[config.mk]
export PLATFORM = sky130hd
export DESIGN_NAME = pipelined_mux_tree
export DESIGN_NICKNAME = d
export VERILOG_FILES = /design/src/rtl/mux_tree_pkg.sv /design/src/rtl/mux_tree_mux2_reg.sv /design/src/rtl/pipelined_mux_tree.sv
export SDC_FILE = /design/constraint.sdc
export NUM_CORES = 1
export LEC_CHECK = 0
export ABC_CLOCK_PERIOD_IN_PS = 1400
export CAP_MARGIN = 20
export CORE_ASPECT_RATIO = 0.9
export CORE_MARGIN = 5
export CORE_UTILIZATION = 40
export CTS_CLUSTER_SIZE = 28
export DETAILED_ROUTE_END_ITERATION = 10
export PLACE_DENSITY = 0.81
export SLEW_MARGIN = 20
export SYNTH_ARGS = -nofsm -noshare
export SYNTH_HDL_FRONTEND = slang
export SYNTH_SLANG_ARGS = --single-unit
[constraint.sdc]
create_clock -name clk -period 1.4 [get_ports clk]
set_clock_uncertainty 0.05 [all_clocks]
set_input_delay 0.28 -clock clk [delete_from_list [all_inputs] [get_ports clk]]
set_output_delay 0.28 -clock clk [all_outputs]
set_load 0.005 [all_outputs]
[src/rtl/mux_tree_pkg.sv]
// Shared constants and sizing helpers for the pipelined mux tree.
package mux_tree_pkg;

  localparam int MUX_TREE_MAX_SEL_W = 6;

  function automatic int n_inputs(input int sel_w);
    return 1 << sel_w;
  endfunction

  function automatic int level_nodes(input int sel_w, input int lvl);
    return (1 << sel_w) >> (lvl + 1);
  endfunction

endpackage

[src/rtl/mux_tree_mux2_reg.sv]
// One tree node: 2:1 select into a load-enabled register with synchronous reset.
module mux2_reg #(
  parameter int DATA_W = 8
) (
  input  logic              clk,
  input  logic              rst,
  input  logic              ld_i,
  input  logic              sel_i,
  input  logic [DATA_W-1:0] a_i,
  input  logic [DATA_W-1:0] b_i,
  output logic [DATA_W-1:0] q_o
);

  logic [DATA_W-1:0] data_q, data_d;

  assign data_d = sel_i ? b_i : a_i;

  always_ff @(posedge clk) begin
    if (rst)       data_q <= '0;
    else if (ld_i) data_q <= data_d;
  end

  assign q_o = data_q;

endmodule

[src/rtl/pipelined_mux_tree.sv]
// N:1 mux as a binary tree with one register level per select bit and valid/ready flow control.
// Optional MUX_TREE_TAG_EN carries the full select to an extra sel_o output.
module pipelined_mux_tree
  import mux_tree_pkg::*;
#(
  parameter int SEL_W  = 3,
  parameter int DATA_W = 8
) (
  input  logic                               clk,
  input  logic                               rst,
  input  logic                               in_valid,
  output logic                               in_ready,
  input  logic [SEL_W-1:0]                   s,
  input  logic [n_inputs(SEL_W)*DATA_W-1:0]  i,
  output logic                               out_valid,
  input  logic                               out_ready,
`ifdef MUX_TREE_TAG_EN
  output logic [SEL_W-1:0]                   sel_o,
`endif
  output logic [DATA_W-1:0]                  y
);

  localparam int N = n_inputs(SEL_W);

  if (SEL_W < 1 || SEL_W > MUX_TREE_MAX_SEL_W) begin : g_bad_sel_w
    $error("pipelined_mux_tree: SEL_W out of range");
  end

  logic [SEL_W-1:0] vld_q, vld_d, adv, ld, node_sel;
  logic [SEL_W-1:0] sel_q [SEL_W];
  logic [SEL_W-1:0] sel_d [SEL_W];
  // All node registers flattened: level l starts at N - (N >> l).
  logic [DATA_W-1:0] node_q [N-1];

  // Unrolled ready chain: a level may move unless every level from it to the output is full and the sink stalls.
  always_comb begin
    logic full;
    adv  = '0;
    full = vld_q[SEL_W-1];
    for (int l = SEL_W-1; l >= 0; l--) begin
      adv[l] = out_ready | ~full;
      full   = full & vld_q[l];
    end
  end

  assign in_ready = ~vld_q[0] | adv[0];

  always_comb begin
    ld       = '0;
    node_sel = '0;
    ld[0]       = in_valid & in_ready;
    node_sel[0] = s[0];
    for (int l = 1; l < SEL_W; l++) begin
      ld[l]       = vld_q[l-1] & adv[l-1];
      node_sel[l] = sel_q[l-1][l];
    end
    for (int l = 0; l < SEL_W; l++)
      vld_d[l] = ld[l] ? 1'b1 : (adv[l] ? 1'b0 : vld_q[l]);
  end

  always_comb begin
    sel_d[0] = s;
    for (int l = 1; l < SEL_W; l++) sel_d[l] = sel_q[l-1];
`ifndef MUX_TREE_TAG_EN
    // Only the still-unresolved select bits are kept; resolved bits become constant zero.
    for (int l = 0; l < SEL_W; l++)
      for (int b = 0; b <= l; b++) sel_d[l][b] = 1'b0;
`endif
  end

  always_ff @(posedge clk) begin
    if (rst) begin
      vld_q <= '0;
      for (int l = 0; l < SEL_W; l++) sel_q[l] <= '0;
    end else begin
      vld_q <= vld_d;
      for (int l = 0; l < SEL_W; l++)
        if (ld[l]) sel_q[l] <= sel_d[l];
    end
  end

  for (genvar l = 0; l < SEL_W; l++) begin : g_lvl
    localparam int NODES = level_nodes(SEL_W, l);
    localparam int OFF   = N - (N >> l);
    for (genvar k = 0; k < NODES; k++) begin : g_node
      logic [DATA_W-1:0] a, b;
      if (l == 0) begin : g_leaf
        assign a = i[(2*k)*DATA_W +: DATA_W];
        assign b = i[(2*k+1)*DATA_W +: DATA_W];
      end else begin : g_inner
        assign a = node_q[OFF - (N >> l) + 2*k];
        assign b = node_q[OFF - (N >> l) + 2*k + 1];
      end
      mux2_reg #(.DATA_W(DATA_W)) u_node (
        .clk   (clk),
        .rst   (rst),
        .ld_i  (ld[l]),
        .sel_i (node_sel[l]),
        .a_i   (a),
        .b_i   (b),
        .q_o   (node_q[OFF + k])
      );
    end
  end

  assign out_valid = vld_q[SEL_W-1];
  assign y         = node_q[N-2];
`ifdef MUX_TREE_TAG_EN
  assign sel_o     = sel_q[SEL_W-1];
`endif

endmodule

Word level (Yosys, flattened, before mapping)
Memories as Yosys holds them, arrays and structs flattened.
Index checks and enable logic that the tools add are counted.
Storage, ports and cells
  bits in registers: 59
  bits in writable memories: 6
  logic and storage cells: 53
  memories: 1
Cells by class
  mux-type cells: 26
  bitwise logic cells: 13
  reductions and logical operators: 3
Memories
  sel_q: words 3, width 2, read ports 2, clocked after memory_dff 0, write ports 3, line pipelined_mux_tree.sv:30  | logic [SEL_W-1:0] sel_q [SEL_W];
Operator list (count)
  2-to-1 mux 8 bit: 7
  2-to-1 mux 1 bit: 16
  2-to-1 mux 2 bit: 3
  OR 1 bit: 6
  nonzero test 2 bit: 3
  AND 1 bit: 4
  NOT 1 bit: 3

Depth between registers and ports, before layout
Gate-level depths: netlist (run 1).
  depth in word-level cells: 9
  mapped depth: 5

By module
Synthesis (run 1) repeated with hierarchy kept, for this count alone.
Second synthesis, totals
  cell total of the unflattened synthesis: 278
  area, all modules: 2852.7 µm²
Modules (own cells, without submodules)
  mux2_reg: instances 7, cells an instance 36, area each 369.1 µm²
  pipelined_mux_tree: instances 1, cells an instance 26, area each 269.0 µm²

Worst setup path before layout (run 1)
OpenSTA, ideal clock, no wires.
  path kind: reg2reg
  start: reg vld_q[2]
  end: mem sel_q[0][3] (netlist bit), enable pin
  library setup time: 0.249 ns
  data arrival time: 1.144 ns
  setup slack: -0.043 ns
  cell stages (with the launch flop): 5
  buffers on the path: 1
  period minus slack after synthesis: 1.443 ns
  cells stage by stage: dfxtp_1 > nand3b_2 > and2_1 > buf_2 > or2_2
RTL lines
  start: declaration: line pipelined_mux_tree.sv:29  | logic [SEL_W-1:0] vld_q, vld_d, adv, ld, node_sel;
  start signal: assignment: line pipelined_mux_tree.sv:76  | vld_q <= vld_d;
  end: declaration: line pipelined_mux_tree.sv:30

Worst setup path after layout (run 1)
  start: reg vld_q[0]
  end: out in_ready
Between the ends
  word-level cells in the longest chain between the ends: 2
RTL lines
  NOT 1 bit: line pipelined_mux_tree.sv:46  | assign in_ready = ~vld_q[0] | adv[0];
  OR 1 bit: line pipelined_mux_tree.sv:46
  end: declaration: line pipelined_mux_tree.sv:12  | output logic in_ready,
No other way between the ends.

==> impl_metrics.yaml, run 1 <==
run_status:
  status: "complete, no violations"
place:
  post-place-ws_ps: -376
  gp_congestion: 0.784
  dpl.cell_count: 404
  port_buffers: 80
  hpwl_mm: 4.62
power_and_ir_drop:
  internal_power_mw: 3.05
  p_leak_nw: 1.55
  p_sw_share_pct: 23.5
  power_density_nw_per_um2: 1030
  p_sw_mw: 0.938
  p_seq_share_pct: 49.4
  ir_drop_mv: 0.467
  pwr-share-comb_pct: 16.2
  power_mw: 3.99
  clkPwrFrac_pct: 34.4
sta:
  max_slew_margin_pct: 71.5
  worst_pin_slew_ps: 427
  final.setup.tns_ps: 0
  rsz0062_at_grt: "no"
  timing.final.crit_share_pct: 95.5
  max_freq_ghz: 0.748
  hold_viol_final: 0
  setup_viol: 0
  slew_viol_final: 0
  fin_crit_ps: 1340
  setup_ws_ps: 63.2
final_layout:
  fin_util_pct: 58.9
  n_antenna_cell: 0
  final_cell_mix: "clkdlybuf4s50_1 (68), dfxtp_1 (57), mux2i_1 (56)"
  nNetsFinal: 397
  layout-drive-gt1-share_pct: 15.8
  final_cells: 419
  final_common_cell: "clkdlybuf4s50_1"
  syn2layout_area_growth_pct: 43.0
yosys:
  syn_inst: 243
  synth_seq_cells: 62
  synth_nets: 314
  netlist_area_um2: 2720
  syn_area_per_cell_um2: 11.2
  seq_area_frac_synth_pct: 46.8
  yosys_warnings: 0
  synth_cell_types: 23
floorplanning:
  core_region_area_um2: 6590
  rows: 28
  ioPinCount: 81
  die_h_um: 88.2
  start_util_pct: 41.2
  die_area_um2: 8540
  die_w_um: 96.8
route:
  antenna_left: 0
  num_vias: 2149
  vias_per_cell: 5.13
  drt-total-wl_mm: 6.28
  drt_first_iter_violations: 100
  drc_errors: 0
  first_pass_iters: 4
  wire_per_inst_um: 15.0
critical_path:
  worstPathArrival_ps: 1010
  startpoint_type: "flip-flop"
  criticalPathCategory: "reg2out"
  crit_chain: "nand4b_4 > clkbuf_2"
  reg2reg_from: "vld_q[0]"
  required_ps: 1070
  critPathSlowestCell: "dfxtp_1"
  cpPeakStageDelay_ps: 400
  crit_family: "flip-flops"
  cp-startpoint: "vld_q[0]"
  crit_buf_inv: 1
  crit_path_max_fanout: 4
  end_kind: "output port"
clock_network:
  root_buffer: "clkbuf_8"
  cts.clk_slew.worst_paths_ps: 60
  htreeDepth: 3
  cts_tree: "done"
  clock_latency_ps: 320
  clock_path_buffers: 2
  clock_sinks: 62
  postCtsHoldBufs: 0
  cts_buffers: 9
flow_run:
  cap_violations: 0
global_route:
  first_global_vias: 2188
  grt_overflow: 0
  grt_first_pass_wirelength_mm: 10.2
  grtUsageTotal_pct: 14.8
  grt_max_degree: 33
  antenna_found_initial: 0
worst_hold_path:
  hp-class: "in2reg"
  hp-start: "out_ready"
==> worst register-to-register path, cell delays in order, from the launching register on <==
cell	delay, ps
dfxtp_1	400
buf_4	260
nand2_1	90
a22oi_2	170
nor3b_1	80
==> Yosys cell counts <==
master	n	area share (%)
inv_1	4	0.55
mux2i_1	56	21
nor3b_1	3	0.83
nand2_1	1	0.14
clkbuf_2	1	0.18
and2_1	2	0.46
buf_1	2	0.28
or2_2	2	0.46
a21oi_2	1	0.32
nand4b_2	1	0.55
clkbuf_1	7	0.97
a22oi_1	1	0.28
nand2b_1	1	0.23
edfxtp_1	3	3.3
buf_2	13	2.4
o2bb2ai_1	32	10
buf_6	1	0.41
a21oi_1	27	5.0
nand3b_2	1	0.41
dfxtp_1	59	44
a211oi_1	14	3.9
a211oi_2	10	4.6
nand3b_1	1	0.28
==> worst paths after layout <==
kind                                                    endpoint  slack [ps]  cells after the start
worst min-delay path                                    vld_q[0]         280                      3
worst max register to register                       sel_q[0][1]          90                      4
worst max-delay path                                    in_ready          60                      2
worst min register to register  g_lvl[0].g_node[1].u_node.q_o[7]         410                      1
==> metal layers <==
| metal | track usage [%] | vias to the layer above | share of wire, % |
|---|---|---|---|
| met1 | 18.7 | 975 | 47 |
| met5 | 0 | - | 0 |
| li1 | - | 1088 | - |
| met3 | 3.74 | 12 | 4.9 |
| met4 | 7.27 | 0 | 2.0 |
| met2 | 23.7 | 74 | 46 |
==> cell families (layout without fill, tap and decap cells) <==
family | count (synthesis) | count (layout) | synth area share, %
buffers and inverters | 28 | 114 | 4.79
and+or+nand+nor | 12 | 12 | 3.36
DFF | 62 | 62 | 46.8
AOI/OAI and AO/OA | 85 | 85 | 24.4
muxes | 56 | 56 | 20.6
==> area by class of cell <==
class                           instances  area (um2)
Fill cell                             557        2700
Multi-Input combinational cell        153        1350
Clock buffer                           13         169
Sequential cell                        62        1280
Timing Repair Buffer                   96         956
Inverter                                4        15.0
Tap cell                               90         113
Clock inverter                          1        5.00
==> per-stage QoR <==
step | area (um2) | hold slack [ps]
2_1_floorplan | 2730 | 359
3_3_place_gp | 3680 | 394
3_5_place_dp | 3680 | 398
4_1_cts | 3860 | 416
5_1_grt | 3880 | 286
6_report | 3880 | 280
==> sequential cells by signal, indices dropped and copies added (netlist names) <==
register and cells:
sel_q 3, vld_q 3, g_lvl.g_node.u_node.q_o 56
==> power groups by stage <==
stage | combinational, mW | clock, mW | sequential [mW]
2_1_floorplan | 0.340 | 0 | 1.98
3_3_place_gp | 0.635 | 0 | 2.00
3_5_place_dp | 0.649 | 0 | 2.01
4_1_cts | 0.646 | 1.40 | 1.97
5_1_grt | 0.700 | 1.49 | 1.98
6_report | 0.646 | 1.37 | 1.97
==> timing repair <==
item,in CTS,in global routing
gates resized for setup,13,7
buffers inserted,1,0
endpoints found under the hold margin,0,0
endpoints found under the setup margin,10,13
Note: power is estimated with default switching activity, not from simulation.
==> run 2: changes to the inputs <==
Settings changed: ABC_AREA set to 1, PLACE_DENSITY 0.81 to 0.8.
==> impl_metrics.yaml, run 2 <==
critical_path:
  worstPathArrival_ps: 1030
  cpPeakStageDelay_ps: 410
  crit_chain: "clkdlybuf4s50_1 > inv_2 > nand4_4 > buf_2"
  startpoint_type: "input port"
  end_kind: "output port"
  crit_path_max_fanout: 4
  criticalPathCategory: "in2out"
  required_ps: 1070
  crit_family: "buffers and inverters"
  critPathSlowestCell: "clkdlybuf4s50_1"
  crit_buf_inv: 3
clock_network:
  cts.clk_slew.worst_paths_ps: 70
  clock_sinks: 62
  clock_path_buffers: 2
  clock_latency_ps: 340
  cts_buffers: 9
  htreeDepth: 3
  postCtsHoldBufs: 0
  root_buffer: "clkbuf_8"
  cts_tree: "done"
global_route:
  grt_overflow: 0
  grt_first_pass_wirelength_mm: 11.3
  antenna_found_initial: 0
  grt_max_degree: 33
  first_global_vias: 2631
  grtUsageTotal_pct: 15.5
floorplanning:
  core_region_area_um2: 7040
  ioPinCount: 81
  die_area_um2: 9020
  start_util_pct: 41.0
  rows: 29
  die_h_um: 90.6
  die_w_um: 99.5
yosys:
  synth-edff-count: 3
  synthAdderAreaFrac_pct: 0
  synthTopCellsByArea: "dfxtp_1 (41%), mux2_2 (12%), nand2_1 (12%)"
  synth_xor_area_share_pct: 0
  yosysTopAreaCellShare_pct: 40.9
  synth_top_cell_by_area: "dfxtp_1"
  syn_area_per_cell_um2: 7.70
  yosys-top-cells-count: "nand2_1 (93), dfxtp_1 (59), nor2_1 (36), nand3_1 (34)"
  synth_cell_types: 19
  synthFlopType: "dfxtp_1"
  seq_area_frac_synth_pct: 44.0
  yosysMostFrequentCell: "nand2_1"
  synth_mux_area_share_pct: 12.5
  synth_seq_cells: 62
  synth_compound_area_share_pct: 10.5
  syn_inst: 375
  netlist_area_um2: 2890
  synth_async_sr_flop_share_pct: 0
  yosys_warnings: 0
  synth_top_family_by_area: "simple AND/OR/NAND/NOR gates"
  synth_nets: 446
  synth_simple_gate_area_share_pct: 23.9
route:
  drt-total-wl_mm: 6.75
  num_vias: 2630
  vias_per_cell: 4.69
  drt_first_iter_violations: 217
  first_pass_iters: 4
  drc_errors: 0
  antenna_left: 0
  wire_per_inst_um: 12.0
place:
  gp_congestion: 0.838
  port_buffers: 80
  hpwl_mm: 5.16
final_layout:
  nNetsFinal: 534
  fin_util_pct: 57.9
  fill_cells: 638
  layout-drive-gt1-share_pct: 17.5
  final_cell_mix: "nand2_1 (93), clkdlybuf4s50_1 (70), dfxtp_1 (56)"
  n_antenna_cell: 0
  final_common_cell: "nand2_1"
  syn2layout_area_growth_pct: 41.2
  largest_reg_flops: 56
sta:
  hold_ws_ps: 409
  slew_viol_final: 0
  max_slew_margin_pct: 72.5
  fin_crit_ps: 1360
  setup_viol: 0
  max_freq_ghz: 0.737
  hold_viol_final: 0
  final.setup.tns_ps: 0
  worst_pin_slew_ps: 412
  timing.final.crit_share_pct: 97.0
power_and_ir_drop:
  power_density_nw_per_um2: 1040
  ir_drop_mv: 0.411
  p_leak_nw: 1.76
flow_run:
  cap_violations: 0
worst_hold_path:
  hp-class: "reg2reg"
run_status:
  status: "complete, no violations"
[run 2: layout make-up]
type / instances / area (um2) / area share, %
inverters: 32 / 120 / 2.95
clock inverters: 5 / 57.6 / 1.41
multi-input cells: 259 / 1380 / 33.8
well taps: 93 / 116 / 2.85
clock buffers: 11 / 151 / 3.71
repair buffers: 99 / 977 / 24.0
flip-flops and latches: 62 / 1280 / 31.3
[run 2: path summary, 6_finish.rpt]
check                                    from                               end  slack (ps)  depth (start not counted)
max                                 out_ready                          in_ready          40                          4
min          g_lvl[1].g_node[0].u_node.q_o[2]  g_lvl[1].g_node[0].u_node.q_o[2]         410                          2
max reg2reg                          vld_q[2]                       sel_q[0][1]          70                          6
min reg2reg  g_lvl[1].g_node[0].u_node.q_o[2]  g_lvl[1].g_node[0].u_node.q_o[2]         410                          2
[run 2: worst reg2reg max path: stages (launching register included)]
cell,delay (ps)
dfxtp_4,370
buf_4,130
nand3_2,120
nand3_1,100
nand2_1,70
nor2_2,180
nor2_1,70
[run 2: per-stage QoR]
stage,instance area (um2),std cells,setup slack [ps],power [mW]
finish,4080,561,42.3,4.24
global route,4080,561,-8.21,4.45
CTS,4050,561,6.77,4.27
detailed placement,3850,544,-348,2.67
global placement,3850,544,-345,2.65
floorplan,2890,375,113,2.33
[run 2: power by group]
part           total (mW)  switching, mW  leakage [nW]  internal [mW]
combinational       0.666          0.281          1.14          0.385
clock                1.61          0.700        0.0976          0.914
sequential           1.96         0.0643         0.520           1.89
[run 2: cell families (layout without fill, tap and decap cells)]
family,after synthesis,after routing
compound gates,60,60
buf+inv,54,147
flops,62,62
mux,32,32
simple gates,167,167
[run 2: timing repair]
action	CTS	global route
pin swaps	0	0
buffers inserted	1	0
endpoints found under the setup margin	10	13
resized for setup	17	5
[run 2: metal layers]
metal	part of all wire [%]	vias to the layer above	track usage, %
met5	0	-	0
met4	1.2	0	6.03
met3	6.1	8	5.33
met2	50	64	25.8
met1	43	1165	18.3
li1	-	1393	-
==> run 3: changes to the inputs <==
Settings changed: SETUP_SLACK_MARGIN set to 0.3.
==> impl_metrics.yaml, run 3 (synthesized netlist as in run 2, its figures left out) <==
final_layout:
  fill_cells: 433
  largest_reg_flops: 56
  fin_area_um2: 4930
  n_antenna_cell: 0
  syn2layout_area_growth_pct: 70.8
  layout-drive-gt1-share_pct: 39.2
  final_cell_mix: "clkdlybuf4s50_1 (67), nand2_1 (63), dfxtp_1 (48)"
  final_common_cell: "clkdlybuf4s50_1"
  fin_util_pct: 70.0
  nNetsFinal: 564
clock_network:
  cts_buffers: 9
  cts_tree: "done"
  clock_latency_ps: 340
  root_buffer: "clkbuf_8"
  postCtsHoldBufs: 0
  clock_sinks: 62
  cts.clk_slew.worst_paths_ps: 70
  clock_path_buffers: 2
  htreeDepth: 3
route:
  drc_errors: 0
  first_pass_iters: 5
  drt-total-wl_mm: 10.4
  wire_per_inst_um: 17.6
  antenna_left: 0
  vias_per_cell: 5.35
  num_vias: 3155
  drt_first_iter_violations: 273
global_route:
  antenna_found_initial: 0
  grt_first_pass_wirelength_mm: 14.2
  first_global_vias: 3036
  grt_overflow: 0
  grtUsageTotal_pct: 19.3
  grt_max_degree: 33
critical_path:
  end_kind: "flip-flop"
  required_ps: 1570
  crit_buf_inv: 3
  crit_chain: "buf_6 > nand3_4 > buf_12 > nand2_8 > inv_8 > nor2_1 > nor2_1"
  crit_path_max_fanout: 8
  worstPathArrival_ps: 1530
  r2r_slack_ps: 50
  startpoint_type: "flip-flop"
  criticalPathCategory: "reg2reg"
  critPathSlowestCell: "dfxtp_4"
  crit_family: "simple AND/OR/NAND/NOR gates"
  cpPeakStageDelay_ps: 380
  cpMostUsedCell: "nor2_1"
floorplanning:
  core_region_area_um2: 7040
  die_w_um: 99.5
  die_area_um2: 9020
  start_util_pct: 41.0
  ioPinCount: 81
  rows: 29
  die_h_um: 90.6
flow_run:
  cap_violations: 0
place:
  place_area_um2: 3840
  hpwl_mm: 4.93
  gp_congestion: 0.846
  port_buffers: 80
worst_hold_path:
  hp-class: "in2reg"
sta:
  max_freq_ghz: 0.739
  hold_viol_final: 0
  setup_viol: 0
  slew_viol_final: 0
  timing.final.crit_share_pct: 96.7
  rsz0062_at_grt: "yes"
  max_slew_margin_pct: 74.5
  worst_pin_slew_ps: 378
  fin_crit_ps: 1350
run_status:
  status: "complete, no violations"
power_and_ir_drop:
  p_leak_nw: 2.07
  power_density_nw_per_um2: 881
  ir_drop_mv: 0.365
run 3: through the flow:
step                hold WS (ps)  instances  power, mW  setup slack [ps]  setup TNS [ps]
finish                       349        590       4.35              46.1               0
global route                 366        590       4.50              13.4               0
CTS                          357        577       4.13              97.2               0
detailed placement           391        539       2.66              -466          -20120
global placement             388        539       2.64              -457          -18560
floorplan                    289        375       2.35               253               0
run 3: worst reg2reg max path, delay by kind of cell, from the launching register on:
kind                   cells  cell delay, ps
AND/OR/NAND/NOR            4             480
flip-flops                 1             380
buffers and inverters      3             330
run 3: final timing paths:
| check | from | end | depth (start not counted) |
|---|---|---|---|
| setup reg to reg | vld_q[2] | g_lvl[1].g_node[1].u_node.q_o[7] | 7 |
| hold / removal | rst | vld_q[1] | 3 |
| hold reg to reg | g_lvl[0].g_node[1].u_node.q_o[2] | g_lvl[0].g_node[1].u_node.q_o[2] | 2 |
| setup / recovery | vld_q[2] | g_lvl[1].g_node[1].u_node.q_o[7] | 7 |
run 3: routing by layer:
metal	routed length [um]	track usage (%)	vias up	share of wire [%]
li1	-	-	1464	-
met1	3760	22.1	1477	36
met2	5470	33.6	173	53
met3	759	4.86	41	7.3
met4	414	8.76	0	4.0
met5	0	0	-	0
run 3: final cells by class:
type / instances / area, um2 / share of cell area (%)
inverters: 32 / 144 / 2.92
clock buffers: 13 / 149 / 3.02
flip-flops and latches: 62 / 1290 / 26.2
multi-input cells: 262 / 1770 / 35.8
repair buffers: 126 / 1450 / 29.5
well taps: 93 / 116 / 2.36
clock inverters: 2 / 10.0 / 0.203
run 3: repair_timing:
item	in CTS	in global routing
pin swaps	9	14
endpoints found under the setup margin	73	73
hold endpoints to repair	0	0
gates cloned	9	3
resized for setup	121	90
setup buffers	14	10
run 3: report_power, final:
| group | internal (mW) | switching [mW] | total, mW | leakage, nW |
|---|---|---|---|---|
| registers | 1.90 | 0.0726 | 1.97 | 0.524 |
| clock network | 0.677 | 0.671 | 1.35 | 0.0833 |
| logic | 0.551 | 0.478 | 1.03 | 1.46 |
